===== config.mk =====
export PLATFORM = sky130hd
export DESIGN_NAME = protocol_tx
export DESIGN_NICKNAME = d
export VERILOG_FILES = /design/src/rtl/lamp_pkg.sv /design/src/rtl/spi_bitclk.sv /design/src/rtl/protocol_tx.sv
export SDC_FILE = /design/constraint.sdc
export NUM_CORES = 1
export LEC_CHECK = 0
export CORE_MARGIN = 4
export CORE_UTILIZATION = 53
export DETAILED_ROUTE_END_ITERATION = 10
export GPL_ROUTABILITY_DRIVEN = 1
export PLACE_DENSITY_LB_ADDON = 0.3
export REMOVE_ABC_BUFFERS = 1
export SYNTH_ARGS = -nofsm -noshare
export SYNTH_HDL_FRONTEND = slang
export SYNTH_SLANG_ARGS = --single-unit

===== constraint.sdc =====
create_clock -name i_clk -period 2.96 [get_ports i_clk]
set_input_delay 0.444 -clock i_clk [delete_from_list [all_inputs] [get_ports i_clk]]
set_output_delay 0.444 -clock i_clk [all_outputs]
set_load 0.05 [all_outputs]

===== src/rtl/lamp_pkg.sv =====
// Shared lamp SPI frame geometry and the frame state encoding used by both
// the transmit and receive ends of the link.
package lamp_pkg;

    localparam int c_ledboards = 30;
    localparam int c_channels  = c_ledboards * 32;
    localparam int c_bpc       = 12;
    localparam int c_max_time  = 1024;
    localparam int c_max_type  = 64;

    localparam int c_time_w = $clog2(c_max_time);
    localparam int c_type_w = $clog2(c_max_type);
    localparam int c_hdr_w  = c_type_w + c_time_w;
    localparam int c_addr_w = $clog2(c_channels);

    // One shift register serves both the header and the channel words.
    localparam int c_sh_w  = (c_hdr_w > c_bpc) ? c_hdr_w : c_bpc;
    localparam int c_cnt_w = $clog2(c_sh_w) + 1;

    typedef enum logic [2:0] {
        ST_IDLE,
        ST_SETUP,
        ST_HDR,
        ST_DATA,
        ST_HOLD,
        ST_GAP,
        ST_DONE
    } lamp_state_e;

endpackage


===== src/rtl/spi_bitclk.sv =====
// Half-period phase counter producing the SPI bit clock level plus one-cycle
// strobes flagging the last cycle before each rising and falling edge.
module spi_bitclk #(
    parameter int c_half = 2
) (
    input  logic i_clk,
    input  logic i_rst,
    input  logic i_en,
    output logic o_dck,
    output logic o_rise,
    output logic o_fall
);

    localparam int c_ph_w = (c_half > 1) ? $clog2(c_half) : 1;
    localparam logic [c_ph_w-1:0] c_ph_last = c_ph_w'(c_half - 1);

    logic [c_ph_w-1:0] ph_q, ph_d;
    logic              dck_q, dck_d;
    logic              wrap;

    assign wrap   = (ph_q == c_ph_last);
    assign o_dck  = dck_q;
    assign o_rise = i_en && wrap && !dck_q;
    assign o_fall = i_en && wrap && dck_q;

    // Disabled means parked at the start of a low phase, ready for bit 0.
    always_comb begin
        ph_d  = ph_q;
        dck_d = dck_q;
        if (!i_en) begin
            ph_d  = '0;
            dck_d = 1'b0;
        end else if (wrap) begin
            ph_d  = '0;
            dck_d = !dck_q;
        end else begin
            ph_d = ph_q + 1'b1;
        end
    end

    always_ff @(posedge i_clk) begin
        if (i_rst) begin
            ph_q  <= '0;
            dck_q <= 1'b0;
        end else begin
            ph_q  <= ph_d;
            dck_q <= dck_d;
        end
    end

endmodule


===== src/rtl/protocol_tx.sv =====
// SPI master sending one lamp frame: {type, time} header followed by every
// channel word read from a synchronous framebuffer RAM, all MSB first.
module protocol_tx
    import lamp_pkg::*;
#(
    parameter int c_half = 2
) (
    input  logic                i_clk,
    input  logic                i_rst,
    input  logic                i_start,
    input  logic [c_time_w-1:0] i_time,
    input  logic [c_type_w-1:0] i_type,
    output logic                o_busy,
    output logic                o_done,
    output logic [c_addr_w-1:0] o_raddr,
    input  logic [c_bpc-1:0]    i_rdata,
    output logic                o_dck,
    output logic                o_cs,
    output logic                o_mosi
);

    localparam int c_hdr_pad = c_sh_w - c_hdr_w;
    localparam int c_bpc_pad = c_sh_w - c_bpc;
    localparam logic [c_cnt_w-1:0]  c_hdr_last  = c_cnt_w'(c_hdr_w - 1);
    localparam logic [c_cnt_w-1:0]  c_hdr_pen   = c_cnt_w'(c_hdr_w - 2);
    localparam logic [c_cnt_w-1:0]  c_bpc_last  = c_cnt_w'(c_bpc - 1);
    localparam logic [c_cnt_w-1:0]  c_bpc_pen   = c_cnt_w'(c_bpc - 2);
    localparam logic [c_addr_w-1:0] c_addr_last = c_addr_w'(c_channels - 1);

    lamp_state_e         state_q, state_d;
    logic [c_sh_w-1:0]   shift_q, shift_d;
    logic [c_cnt_w-1:0]  bit_q, bit_d;
    logic [c_addr_w-1:0] raddr_q, raddr_d;
    logic [c_bpc-1:0]    pf_q, pf_d;
    logic                fetch1_q, fetch1_d;
    logic                fetch2_q, fetch2_d;
    logic                last_q, last_d;
    logic                bc_en, bc_dck, bc_rise, bc_fall;
    logic [c_sh_w-1:0]   word_load;

    // The bit clock keeps running through HOLD and GAP to time them; dck is
    // only shown on the pin while bits are actually being shifted.
    assign bc_en = state_q inside {ST_SETUP, ST_HDR, ST_DATA, ST_HOLD, ST_GAP};

    spi_bitclk #(
        .c_half (c_half)
    ) u_bitclk (
        .i_clk  (i_clk),
        .i_rst  (i_rst),
        .i_en   (bc_en),
        .o_dck  (bc_dck),
        .o_rise (bc_rise),
        .o_fall (bc_fall)
    );

    assign word_load = c_sh_w'(pf_q) << c_bpc_pad;

    assign o_busy  = !(state_q inside {ST_IDLE, ST_DONE});
    assign o_done  = (state_q == ST_DONE);
    assign o_raddr = raddr_q;
    assign o_cs    = !(state_q inside {ST_SETUP, ST_HDR, ST_DATA, ST_HOLD});
    assign o_dck   = bc_dck && (state_q inside {ST_HDR, ST_DATA});
    assign o_mosi  = (state_q inside {ST_SETUP, ST_HDR, ST_DATA}) ? shift_q[c_sh_w-1] : 1'b0;

    // A fetch is requested as the final bit of a field begins; the RAM answers
    // two cycles later, well before that bit's high phase ends.
    always_comb begin
        state_d  = state_q;
        shift_d  = shift_q;
        bit_d    = bit_q;
        raddr_d  = raddr_q;
        pf_d     = pf_q;
        fetch1_d = 1'b0;
        fetch2_d = fetch1_q;
        last_d   = last_q;

        if (fetch2_q) begin
            pf_d = i_rdata;
        end

        case (state_q)
            ST_IDLE: begin
                raddr_d = '0;
                bit_d   = '0;
                last_d  = 1'b0;
                if (i_start) begin
                    shift_d = c_sh_w'({i_type, i_time}) << c_hdr_pad;
                    state_d = ST_SETUP;
                end
            end
            ST_SETUP: begin
                if (bc_rise) begin
                    state_d = ST_HDR;
                end
            end
            ST_HDR: begin
                if (bc_fall) begin
                    if (bit_q == c_hdr_last) begin
                        shift_d = word_load;
                        bit_d   = '0;
                        state_d = ST_DATA;
                    end else begin
                        shift_d = shift_q << 1;
                        bit_d   = bit_q + 1'b1;
                        if (bit_q == c_hdr_pen) begin
                            fetch1_d = 1'b1;
                        end
                    end
                end
            end
            ST_DATA: begin
                if (bc_fall) begin
                    if (bit_q == c_bpc_last) begin
                        if (last_q) begin
                            state_d = ST_HOLD;
                        end else begin
                            shift_d = word_load;
                            bit_d   = '0;
                        end
                    end else begin
                        shift_d = shift_q << 1;
                        bit_d   = bit_q + 1'b1;
                        if (bit_q == c_bpc_pen) begin
                            fetch1_d = 1'b1;
                            if (raddr_q == c_addr_last) begin
                                last_d = 1'b1;
                            end else begin
                                raddr_d = raddr_q + 1'b1;
                            end
                        end
                    end
                end
            end
            ST_HOLD: begin
                if (bc_rise) begin
                    state_d = ST_GAP;
                end
            end
            ST_GAP: begin
                if (bc_rise) begin
                    state_d = ST_DONE;
                end
            end
            ST_DONE: begin
                raddr_d = '0;
                state_d = ST_IDLE;
            end
            default: begin
                state_d = ST_IDLE;
            end
        endcase
    end

    always_ff @(posedge i_clk) begin
        if (i_rst) begin
            state_q  <= ST_IDLE;
            shift_q  <= '0;
            bit_q    <= '0;
            raddr_q  <= '0;
            pf_q     <= '0;
            fetch1_q <= 1'b0;
            fetch2_q <= 1'b0;
            last_q   <= 1'b0;
        end else begin
            state_q  <= state_d;
            shift_q  <= shift_d;
            bit_q    <= bit_d;
            raddr_q  <= raddr_d;
            pf_q     <= pf_d;
            fetch1_q <= fetch1_d;
            fetch2_q <= fetch2_d;
            last_q   <= last_d;
        end
    end

endmodule


## After elaboration in Yosys (flattened, before gate mapping)

Cells that the tools add are included.

- Register bits: 51
- Latch bits: 0
- RAM bits: 0
- ROM bits: 0
- Output and inout bits: 15
- Logic and storage cells: 104
- Memories kept: 0

- Add/subtract/negate cells: 3
- Multiply operators: 0
- Divide/modulo/power cells: 0
- Order comparisons: 0
- Equal/unequal tests: 25
- Shift-type cells: 0
- Muxes and demuxes: 41
- Bitwise gates (word level): 1
- Reduce and logical (&&, ||, !) cells: 24

Operators by type and width:

| kind | count |
|---|---|
| 16-bit 2-to-1 mux | 6 |
| 16-bit case mux with 3 select lines | 1 |
| 10-bit 2-to-1 mux | 4 |
| 3-bit 2-to-1 mux | 9 |
| 5-bit 2-to-1 mux | 5 |
| 5-bit by 4-bit equality test with 1-bit output, second input constant | 4 |
| 10-bit case mux with 2 select lines | 1 |
| 2-bit != test, second input constant | 9 |
| 3-bit case mux with 6 select lines | 1 |
| 5-bit case mux with 3 select lines | 1 |
| 5-bit AND reduction | 3 |
| 1-bit 2-to-1 mux | 11 |
| 10-bit by 1-bit adder with 10-bit output, second input constant | 1 |
| 10-bit equality test, second input constant | 1 |
| 3-bit equality test, second input constant | 3 |
| 9-bit AND reduction | 1 |
| 2-bit by 1-bit != test with 1-bit output, second input constant | 4 |
| 2-bit nonzero test | 4 |
| 3-bit by 2-bit equality test with 1-bit output, second input constant | 2 |
| 3-bit nonzero test | 2 |
| 5-bit by 1-bit adder with 5-bit output, second input constant | 1 |
| 5-bit nonzero test | 1 |
| 1-bit logical AND | 4 |
| 1-bit case mux with 2 select lines | 2 |
| 10 further kinds | 13 |

## Depth between registers and ports, before layout

Gate-level depths: netlist of the first run.

- Depth in word-level cells: 6
- Gate-level depth with buffers: 8
- Mapped depth without buffers: 8

## Modules after synthesis

From an unflattened synthesis of the first run, not the netlist that was laid out.

- Cell total of the unflattened synthesis: 314
- Area, all modules: 2,662.6 um^2

Modules (own cells, without submodules):

| module | times used | cells each | area an instance (um^2) | sequential area each (um^2) |
|---|---|---|---|---|
| protocol_tx | 1 | 305 | 2,585.0 | 980.9 |
| spi_bitclk | 1 | 9 | 77.6 | 40.0 |

## Worst setup path after synthesis of the first run

No wires, ideal clock.

- Path kind: register -> register
- From: register bit_q[0]
- To: register shift_q[10]
- Setup time: 0.138 ns
- Arrival time: 2.016 ns
- Path slack: 0.806 ns
- Cell stages (with the launch flop): 9
- Period minus slack after synthesis: 2.154 ns
- Path through: dfxtp_1 > ha_1 > and3_1 > ha_1 > nor2b_1 > a21oi_1 > buf_2 > mux2i_1 > o221ai_1

- Word-level cells in the longest chain between the ends: 4
- Elaborated cells on any way between the ends: 9
- Classes of those cells: eq/ne (3); mux (5); reduce/logical (1)

Ends and longest elaborated chain:

| item | line | RTL |
|---|---|---|
| start: declaration | protocol_tx.sv:32 | `logic [c_cnt_w-1:0] bit_q, bit_d;` |
| start signal: assignment | protocol_tx.sv:167 | `bit_q <= bit_d;` |
| 5-bit by 4-bit equality test with 1-bit output, on equally long branches | protocol_tx.sv:113, protocol_tx.sv:98 |  |
| 16-bit 2-to-1 mux, on equally long branches | protocol_tx.sv:113, protocol_tx.sv:98 |  |
| 16-bit 2-to-1 mux, on equally long branches | protocol_tx.sv:112, protocol_tx.sv:97 |  |
| 16-bit case mux with 3 select lines | protocol_tx.sv:81 | `case (state_q)` |
| end signal: assignment | protocol_tx.sv:166 | `shift_q <= shift_d;` |
| end: declaration | protocol_tx.sv:31 | `logic [c_sh_w-1:0] shift_q, shift_d;` |

Parallel ways exist; a longest one is shown, timed or not. The select of a mux whose other input is x is not followed.
A chain may end at the register's enable or synchronous reset.

## Worst setup path after layout of the first run

- From: register state_q[1]
- To: output port o_dck

- Word-level cells in the longest chain between the ends: 3
- Elaborated cells on any way between the ends: 4
- Classes of those cells: eq/ne (2); reduce/logical (2)

Ends and longest elaborated chain:

| item | line | RTL |
|---|---|---|
| start: declaration | protocol_tx.sv:30 | `lamp_state_e state_q, state_d;` |
| start signal: assignment | protocol_tx.sv:165 | `state_q <= state_d;` |
| 3-bit by 2-bit equality test with 1-bit output | protocol_tx.sv:62 | `assign o_dck = bc_dck && (state_q inside {ST_HDR, ST_DATA});` |
| 2-bit nonzero test (*) | protocol_tx.sv:62 |  |
| 1-bit logical AND (*) | protocol_tx.sv:62 |  |
| end: declaration | protocol_tx.sv:17 | `output logic o_dck,` |

Every way passes the cells marked *; elsewhere a longest branch is shown, timed or not.

==> flow_metrics.tcl, run 1 <==
set metrics [dict create \
    dp_slack_ns 0.597 \
    synthTopCellsByArea "dfxtp_1, mux2i_1, a21oi_1" \
    row_count 26 \
    cts_setup_buffers 0 \
    syn_area_sq_um 2770 \
    cts-root-buf "clkbuf_8" \
    drt_wl_total_um 6720 \
    antenna_cells 0 \
    dieWidth_um 80.3 \
    clk_pin_slew_ns 0.09 \
    hold_path.startpoint "fetch1_q" \
    p_clk_frac 0.291 \
    ys_warn_count 0 \
    power_switching_mw 0.352 \
    holdPathEnd "fetch2_q" \
    wl_per_cell_um 16.2 \
    async_flop_share 0 \
    grt_use_total 0.222 \
    io_pins 46 \
    whs_ns 0.453 \
    seqPwrFrac 0.551 \
    period_share 0.922 \
    cp_slowest_stage_delay_ns 0.82 \
    area_delta_synth_final_pct 18.8 \
    drive_gt1_frac 0.0723 \
    cp_num_buf_inv 1 \
    p_int_mw 0.977 \
    path_cells "nand2b_1 > nor2_1 > clkdlybuf4s50_1" \
    cts_tree "yes" \
    dr.pass1.iters 4 \
    fin_skew_ns 0.00844 \
    cts_buffers 5 \
    tns_ns 0 \
    startpoint_type "flip-flop" \
    route.met3.wl_um 268 \
    p_per_area_nw_per_um2 404 \
    seq_area_sq_um 1020 \
    synth_adder_area_share 0.0226 \
    cts_hold_buf 0 \
    ys_ff_latch 51 \
    place_congestion 0.833 \
    run_status "finished, final reports clean" \
    hold_violations 0 \
    htreeDepth 2 \
    yosys.cell_count.top_type "dfxtp_1" \
    cts_resized 0 \
    clockBufferDepth 2 \
    r2r_end "shift_q[2]" \
    setup_viol 0 \
    setup_slack_ns 0.230 \
    multi_input_area_sq_um 1550 \
    syn_inst 312 \
    stdcell_area_sq_um 3290 \
    critPathMaxFanout 16 \
    cts_sinks 51 \
    ir_worst_vdd_uv 231 \
    synth_compound_area_frac 0.170 \
    crit_slowest_cell "clkdlybuf4s50_1" \
    die-height_um 80.3 \
    crit_type "flip-flop to output pin" \
    worstRegToRegCells 7 \
    ys_seq_area_frac 0.369 \
    cap_viol_max_count 0 \
    ff2ff_setup_slack_ns 0.63 \
    highest-signal-layer "met4" \
    wl_met1_um 3080 \
    fmax_mhz 366 \
    reg2reg_from "bit_q[0]" \
    hold_class "flip-flop to flip-flop" \
    fillers 454 \
    drv_slew 0 \
    period_needed_ns 2.73 \
    synthTopCellsByCount "dfxtp_1, mux2i_1, a21oi_1, nand3_1, nor2_1" \
    vias 2445 \
    synth_top_family_by_area "simple AND/OR/NAND/NOR gates" \
    wl_met2_um 3250 \
    cp_data_arrival_time_ns 2.29 \
    antenna_found_initial 0 \
    rsz0062_at_grt "false" \
    maxSlewHeadroom 0.414 \
    clk-insertion-delay-late_ns 0.30 \
    synth_edf_count 0 \
    routed_via_density 5.88 \
    switching_share 0.265 \
    start_util 0.546 \
    worst_slew_pin_slew_ns 0.877 \
    port_buffers 45 \
    comb_power_share 0.158 \
    power.leakage_nw 1.16 \
    ant_nets 0 \
    coreArea_sq_um 5070 \
    synth.distinct_cells 52 \
    synth_top_area_share 0.369 \
    synth_xor_xnor_area_share 0.00949 \
    critical_path.endpoint_type "output pin" \
    hold_path_depth 1 \
    placedInstanceArea_sq_um 3210 \
    crit_family "buffers and inverters" \
    synth_top_flop_cell "dfxtp_1" \
    synthMuxAreaShare 0.0940 \
    synth.largest_area_cell "dfxtp_1" \
    syn_area_per_cell_sq_um 8.87 \
    dieArea_sq_um 6440 \
    grt_max_degree 23 \
    drc 0 \
    yosys.area_share.simple 0.264 \
    worst_ep_required_time_ns 2.52 \
    hpwl_um 4630 \
    final_net_count 381 \
    grt_remaining_overflow 0 \
    drt_iter0_markers 127 \
    grt_pass1_vias 2359 \
    grt_first_pass_wirelength_um 11300 \
]
==> per-layer routing <==
metal / track usage / vias up
met5: 0 / -
met4: 0.0794 / 0
met3: 0.0471 / 15
met2: 0.368 / 56
met1: 0.282 / 1154
li1: - / 1220
==> power groups by stage <==
stage	logic, mW	clock network (mW)	registers, mW
finish	0.210	0.387	0.732
global placement	0.204	0	0.746
detailed placement	0.208	0	0.748
floorplan	0.113	0	0.744
global route	0.227	0.427	0.736
CTS	0.209	0.399	0.732
==> through the flow <==
| step | instances | util | total power [mW] |
|---|---|---|---|
| 2_1_floorplan | 284 | - | 0.857 |
| 3_3_place_gp | 408 | 0.632 | 0.950 |
| 3_5_place_dp | 408 | 0.632 | 0.955 |
| 4_1_cts | 416 | 0.648 | 1.34 |
| 5_1_grt | 416 | 0.648 | 1.39 |
| 6_report | 416 | 0.648 | 1.33 |
==> worst max-delay path by stage <==
| stage | from | endpoint | slack (ns) | cells after the start |
|---|---|---|---|---|
| floorplan | bit_q[0] | shift_q[14] | 0.40 | 7 |
| global placement | state_q[1] | o_dck | 0.67 | 3 |
| detailed placement | state_q[1] | o_dck | 0.60 | 3 |
| CTS | state_q[1] | o_dck | 0.24 | 3 |
| global route | state_q[1] | o_dck | 0.10 | 3 |
| finish | state_q[1] | o_dck | 0.23 | 3 |
==> cell families (layout without fill, tap and decap cells) <==
logic type	count (synthesis)	after routing
buf+inv	36	70
mux	26	26
fa+ha+maj	5	5
xor+xnor	3	3
compound gates	70	70
simple gates	121	121
flops	51	51
==> worst register-to-register path, cell delays in order (launching register included) <==
cell and delay [ns]:
dfxtp_1 0.35, ha_1 0.29, and3_1 0.23, ha_1 0.20
nor2b_1 0.17, a211oi_2 0.57, a22oi_1 0.16, a211oi_1 0.28
==> layout make-up <==
class | count | area share
inverters | 8 | 0.00913
repair buffers | 54 | 0.157
multi-input cells | 225 | 0.472
clock buffers | 7 | 0.0232
clock inverters | 1 | 0.00152
well taps | 70 | 0.0266
flip-flops and latches | 51 | 0.310
==> sequential cells by signal (all words and copies together), names as in the netlist <==
register        cells
fetch2_q            1
pf_q               12
last_q              1
fetch1_q            1
bit_q               5
shift_q            16
u_bitclk.ph_q       1
u_bitclk.o_dck      1
o_raddr            10
state_q             3
==> placed cells by master, fill, tap and decap left out, types with 2 or more instances in the layout <==
master	instances
dfxtp_1	51
clkdlybuf4s50_1	45
mux2i_1	26
a21oi_1	24
nand3_1	23
nor2_1	19
nand2b_1	17
nor3b_1	12
o221ai_1	12
or4_1	9
o21ai_0	9
buf_4	9
inv_1	8
o31ai_1	7
nand2_1	5
nand4_1	5
ha_1	5
clkbuf_8	5
and3_1	4
nor2b_1	4
a211oi_1	4
nor4_1	4
xnor2_1	3
a22oi_1	3
nor3_1	3
and2_1	2
and3_2	2
a31oi_1	2
clkbuf_1	2
No activity file was read; power rests on OpenSTA's default activity.
==> run 2, diff against run 1 <==
--- a/config.mk
+++ b/config.mk
@@ -11,6 +11,7 @@
 export GPL_ROUTABILITY_DRIVEN = 1
 export PLACE_DENSITY_LB_ADDON = 0.3
 export REMOVE_ABC_BUFFERS = 1
+export SLEW_MARGIN = 15
 export SYNTH_ARGS = -nofsm -noshare
 export SYNTH_HDL_FRONTEND = slang
 export SYNTH_SLANG_ARGS = --single-unit
==> results of run 2 <==
Same layout as run 1: the final DEF is identical, and so are final timing and power.
==> run 3, diff against run 2 <==
--- a/config.mk
+++ b/config.mk
@@ -11,6 +11,7 @@
 export GPL_ROUTABILITY_DRIVEN = 1
 export PLACE_DENSITY_LB_ADDON = 0.3
 export REMOVE_ABC_BUFFERS = 1
+export SKIP_CTS_REPAIR_TIMING = 1
 export SLEW_MARGIN = 15
 export SYNTH_ARGS = -nofsm -noshare
 export SYNTH_HDL_FRONTEND = slang
==> results of run 3 <==
Same layout as run 1: the final DEF is identical, and so are final timing and power.
